**src/rtl/bus_arb_pkg.sv**
```systemverilog
// Shared types and helpers for the bus select arbiter.
package bus_arb_pkg;

  typedef enum logic {
    ARB_IDLE,
    ARB_OWNED
  } arb_state_e;

  localparam int MAX_N = 64;

  // Clearing the lowest set bit leaves something only if two or more bits were set.
  function automatic logic popcount_gt1(input logic [MAX_N-1:0] v);
    return (v & (v - MAX_N'(1))) != '0;
  endfunction

endpackage

```
**src/rtl/bus_onehot_encoder.sv**
```systemverilog
// One-hot to binary index encoder; an all-zero input yields IDLE_CODE.
module bus_onehot_encoder #(
  parameter int N         = 32,
  parameter int W         = $clog2(N),
  parameter int IDLE_CODE = 2**W - 1
) (
  input  logic [N-1:0] onehot,
  output logic [W-1:0] code
);

  // NOTE: every always_comb output gets a default first so no path leaves it unassigned (no latch).
  always_comb begin
    code = '0;
    for (int i = 0; i < N; i++) begin
      if (onehot[i]) code = code | W'(i);
    end
    if (onehot == '0) code = W'(IDLE_CODE);
  end

endmodule

```
**src/rtl/bus_select_arbiter.sv**
```systemverilog
// Registered N-way bus arbiter with ownership hold, optional hold limit and multi-drive flag.
// Define BUS_ARB_RR_EN for round-robin selection; otherwise fixed priority (lowest index wins).
module bus_select_arbiter
  import bus_arb_pkg::*;
#(
  parameter int N         = 32,
  parameter int W         = $clog2(N),
  parameter int IDLE_CODE = 2**W - 1,
  parameter int MAX_HOLD  = 0
) (
  input  logic         clk,
  input  logic         reset,
  input  logic [N-1:0] req,
  output logic [N-1:0] grant,
  output logic [W-1:0] code,
  output logic         valid,
  output logic         multi,
  output logic [W:0]   hold_cnt
);

  arb_state_e   state_q, state_d;
  logic [N-1:0] grant_d;
  logic [W-1:0] code_d;
  logic [W:0]   hold_d;
  logic [N-1:0] others;
  logic [W-1:0] start_ptr;
  logic [W-1:0] win;
  logic         owner_req;
  logic         limit_hit;
  logic         new_grant;

  // First set bit of cand, scanning upward from start and wrapping at N-1.
  function automatic logic [W-1:0] pick(input logic [N-1:0] cand, input logic [W-1:0] start);
    logic [W-1:0] w;
    logic         found;
    int           idx;
    w     = '0;
    found = 1'b0;
    for (int k = 0; k < N; k++) begin
      idx = int'(start) + k;
      if (idx >= N) idx = idx - N;
      if (!found && cand[idx]) begin
        w     = W'(idx);
        found = 1'b1;
      end
    end
    return w;
  endfunction

`ifdef BUS_ARB_RR_EN
  logic [W-1:0] rr_ptr_q;
  assign start_ptr = rr_ptr_q;

  always_ff @(posedge clk) begin
    if (reset)          rr_ptr_q <= '0;
    else if (new_grant) rr_ptr_q <= (int'(win) == N - 1) ? '0 : win + 1'b1;
  end
`else
  assign start_ptr = '0;
`endif

  // The registered grant is the current owner's one-hot, so masking it out leaves the contenders.
  assign others    = req & ~grant;
  assign win       = pick(others, start_ptr);
  assign owner_req = |(req & grant);
  assign limit_hit = (MAX_HOLD != 0) && (int'(hold_cnt) == MAX_HOLD);
  assign valid     = (state_q == ARB_OWNED);

  always_comb begin
    state_d   = state_q;
    grant_d   = grant;
    hold_d    = hold_cnt;
    new_grant = 1'b0;
    case (state_q)
      ARB_IDLE: begin
        if (others != '0) begin
          new_grant = 1'b1;
          state_d   = ARB_OWNED;
          hold_d    = (W+1)'(1);
        end
      end
      ARB_OWNED: begin
        if (owner_req && !limit_hit) begin
          if (hold_cnt != '1) hold_d = hold_cnt + 1'b1;
        end else if (others != '0) begin
          new_grant = 1'b1;
          hold_d    = (W+1)'(1);
        end else if (owner_req) begin
          hold_d = (W+1)'(1);
        end else begin
          state_d = ARB_IDLE;
          grant_d = '0;
          hold_d  = '0;
        end
      end
    endcase
    if (new_grant) grant_d = N'(1) << win;
  end

  bus_onehot_encoder #(
    .N         (N),
    .W         (W),
    .IDLE_CODE (IDLE_CODE)
  ) u_enc (
    .onehot (grant_d),
    .code   (code_d)
  );

  // NOTE: sequential state uses non-blocking assignments so all registers update from pre-edge values.
  always_ff @(posedge clk) begin
    if (reset) begin
      state_q  <= ARB_IDLE;
      grant    <= '0;
      code     <= W'(IDLE_CODE);
      multi    <= 1'b0;
      hold_cnt <= '0;
    end else begin
      state_q  <= state_d;
      grant    <= grant_d;
      code     <= code_d;
      multi    <= popcount_gt1(MAX_N'(req));
      hold_cnt <= hold_d;
    end
  end

endmodule

```
**config.mk**
```make
export PLATFORM = sky130hd
export DESIGN_NAME = bus_select_arbiter
export DESIGN_NICKNAME = d
export VERILOG_FILES = /design/src/rtl/bus_arb_pkg.sv /design/src/rtl/bus_onehot_encoder.sv /design/src/rtl/bus_select_arbiter.sv
export SDC_FILE = /design/constraint.sdc
export NUM_CORES = 1
export LEC_CHECK = 0
export BUFFER_PORTS_ARGS = -buffer_cell sky130_fd_sc_hd__buf_2
export CAP_MARGIN = 20
export CORE_ASPECT_RATIO = 0.5
export CORE_UTILIZATION = 55
export CTS_BUF_LIST = sky130_fd_sc_hd__clkbuf_16
export DETAILED_ROUTE_END_ITERATION = 10
export PLACE_DENSITY = 0.77
export SLEW_MARGIN = 10
export SYNTH_ARGS = -nofsm -noshare
export SYNTH_HDL_FRONTEND = slang
export SYNTH_HIERARCHICAL = 1
export SYNTH_SLANG_ARGS = --single-unit
```
**constraint.sdc**
```tcl
create_clock -name clk -period 3.9 [get_ports clk]
set_input_delay 0.195 -clock clk [delete_from_list [all_inputs] [get_ports clk]]
set_output_delay 0.195 -clock clk [all_outputs]
set_load 0.01 [all_outputs]
```
==> results.json <==
{
  "drtIter0Drc": 492,
  "drt-total-wl_um": 14600,
  "final_antenna_net_count": 0,
  "drv_slew": 0,
  "ir_worst_vdd_v": 0.000220,
  "fin_ws_ps": 91.2,
  "period_share_pct": 97.7,
  "post_dp_cell_area_um2": 4180,
  "setup_violations": 0,
  "cts_setup_buffers": 0,
  "power_density_nw_per_um2": 310,
  "gp_congestion": 1.07,
  "vias": 4512,
  "final_core_util_pct": 70.8,
  "cap_violations": 0,
  "die_x_um": 116,
  "pin_count": 79,
  "syn_nets": 490,
  "setup_tns_ps": 0,
  "synth_ff_type": "dfxtp_1",
  "hold_viol": 0,
  "crit_required_ps": 4090,
  "drive_gt1_share_pct": 25.2,
  "drc": 0,
  "grt_pass1_vias": 3847,
  "crit-reg2reg-capture": "code[1]",
  "routedWlPerCell_um": 22.9,
  "relSlewSlack_pct": 46.6,
  "dp_slack_ps": 277,
  "final_common_cell": "buf_2",
  "worst_pin_slew_ps": 796,
  "design_area_um2": 4360,
  "synth_cell_types": 62,
  "fin_crit_ps": 3810,
  "swShare_pct": 32.3,
  "worstSetupPathType": "reg -> reg",
  "start_util_pct": 57.8,
  "whs_path_depth": 4,
  "p_int_uw": 915,
  "globalRoute.totalOverflow": 0,
  "holdWs_ps": 329,
  "hp-class": "in -> reg",
  "leakage_uw": 0.00170,
  "die_area_um2": 6810,
  "synth_edf_count": 0,
  "routed_via_density": 7.06,
  "holdPathEnd": "multi",
  "grt_first_pass_wirelength_um": 21600,
  "startpoint_type": "register",
  "crit_arrival_ps": 3990,
  "area_growth_pct": 22.4,
  "path_max_fanout": 8,
  "rr_worst_depth": 12,
  "clk_root_buffer_cell": "clkbuf_16",
  "nets": 585,
  "grt_use_total_pct": 43.8,
  "r2r_start": "grant[7]",
  "cts_buffers": 5,
  "numClockSinks": 45,
  "synthCells": 455,
  "async_flop_share_pct": 0,
  "skew_ps": 5.23,
  "syn_area_um2": 3560,
  "yosysSeqAreaShare_pct": 25.3,
  "p_comb_share_pct": 25.9,
  "core_um2": 6160,
  "yosys_warnings": 6,
  "final_cell_mix": "78 x buf_2, 53 x nand2_1, 45 x dfxtp_1, 36 x o21ai_0, 34 x nor2_1",
  "dp_hpwl_um": 11400,
  "die_y_um": 58.9,
  "hold_path.startpoint": "req[27]",
  "p_sw_uw": 437,
  "clkPwrFrac_pct": 37.7,
  "cts_buffer_depth": 2,
  "clock_latency_ps": 300,
  "grt_max_degree": 35,
  "rows": 20,
  "tritoncts": "done",
  "io_buffers": 78,
  "r2r_slack_ps": 90,
  "antennaDiodeCount": 0,
  "postSynthAreaPerCell_um2": 7.82,
  "htreeDepth": 2,
  "path_clk_slew_ps": 70,
  "antenna_found_initial": 1,
  "seqPwrFrac_pct": 36.3,
  "outcome": "completed",
  "cp-end-kind": "register",
  "max_freq_mhz": 263,
  "synth-seq-cells": 45,
  "dr.pass1.iters": 6
}
==> worst max-delay path, stage by stage, from the launching register on <==
cell      delay (ps)
dfxtp_1          440
nor2b_1          130
nor4_2           500
nand2_1          270
o32a_1           420
o21ai_1          280
buf_4            230
a211oi_2         110
a22o_1           290
nor4_2           460
and4_1           260
o21ai_1           50
or2_2            260
==> worst max-delay path by stage <==
stage	start	end	slack (ps)	cells past startpoint
floorplan	grant[3]	code[4]	510	12
global placement	grant[3]	code[1]	340	12
detailed placement	grant[3]	code[1]	280	12
CTS	grant[7]	code[1]	250	12
global route	grant[3]	code[1]	-0.2	12
finish	grant[7]	code[1]	90	12
==> state kept, by name, indices dropped and copies added, names as in the netlist <==
name / flops
code: 5
grant: 32
hold_cnt: 6
multi: 1
valid: 1
==> power groups by stage <==
| stage | clock network (µW) | registers [µW] | logic, µW |
|---|---|---|---|
| floorplan | 0 | 509 | 203 |
| global placement | 0 | 500 | 331 |
| detailed placement | 0 | 501 | 332 |
| CTS | 511 | 490 | 336 |
| global route | 526 | 493 | 371 |
| finish | 510 | 491 | 350 |
==> layout make-up <==
type	count	area (µm²)
flip-flops and latches	45	901
fillers	530	1800
clock buffers	5	125
well taps	88	110
multi-input cells	389	2560
clock inverters	3	47.5
inverters	7	26.3
repair buffers	102	583
==> cell usage after synthesis (10+ instances only) <==
master | n | share of area [%]
a22oi_1 | 14 | 3.0
nand4_1 | 18 | 3.2
a32o_1 | 23 | 6.5
o21ai_0 | 36 | 5.1
nand2_1 | 53 | 5.6
a22o_1 | 22 | 5.4
nor3_1 | 10 | 1.4
nor4_1 | 16 | 2.8
dfxtp_1 | 45 | 25
nor2b_1 | 15 | 2.6
nor2_1 | 34 | 3.6
nand3_1 | 14 | 2.0
nand2b_1 | 26 | 4.6
==> logic make-up (layout without fill, tap and decap cells) <==
kind of cell | after synthesis | in the layout | share of synthesized area (%)
buf+inv | 21 | 117 | 2.71
simple gates | 232 | 232 | 37.6
xor+xnor | 1 | 1 | 0.246
fa+ha+maj | 4 | 4 | 1.20
flops | 45 | 45 | 25.3
compound gates | 152 | 152 | 32.9
==> what timing repair did <==
action | 4_1_cts | 5_1_grt
gates resized for setup | 0 | 1
hold buffers | 0 | 0
endpoints found under the setup margin | 0 | 1
==> per-stage QoR <==
stage / instances / total power, µW
global route: 639 / 1390
global placement: 631 / 832
floorplan: 455 / 713
finish: 639 / 1350
CTS: 639 / 1340
detailed placement: 631 / 833
==> layer usage <==
layer	wire, µm	global-route usage [%]	up-vias
li1	-	-	1998
met1	6300	61.5	2084
met2	5500	60.1	381
met3	2510	19.4	47
met4	292	10.1	2
met5	49	8.89	-
Power figures use the tool's default switching activity.
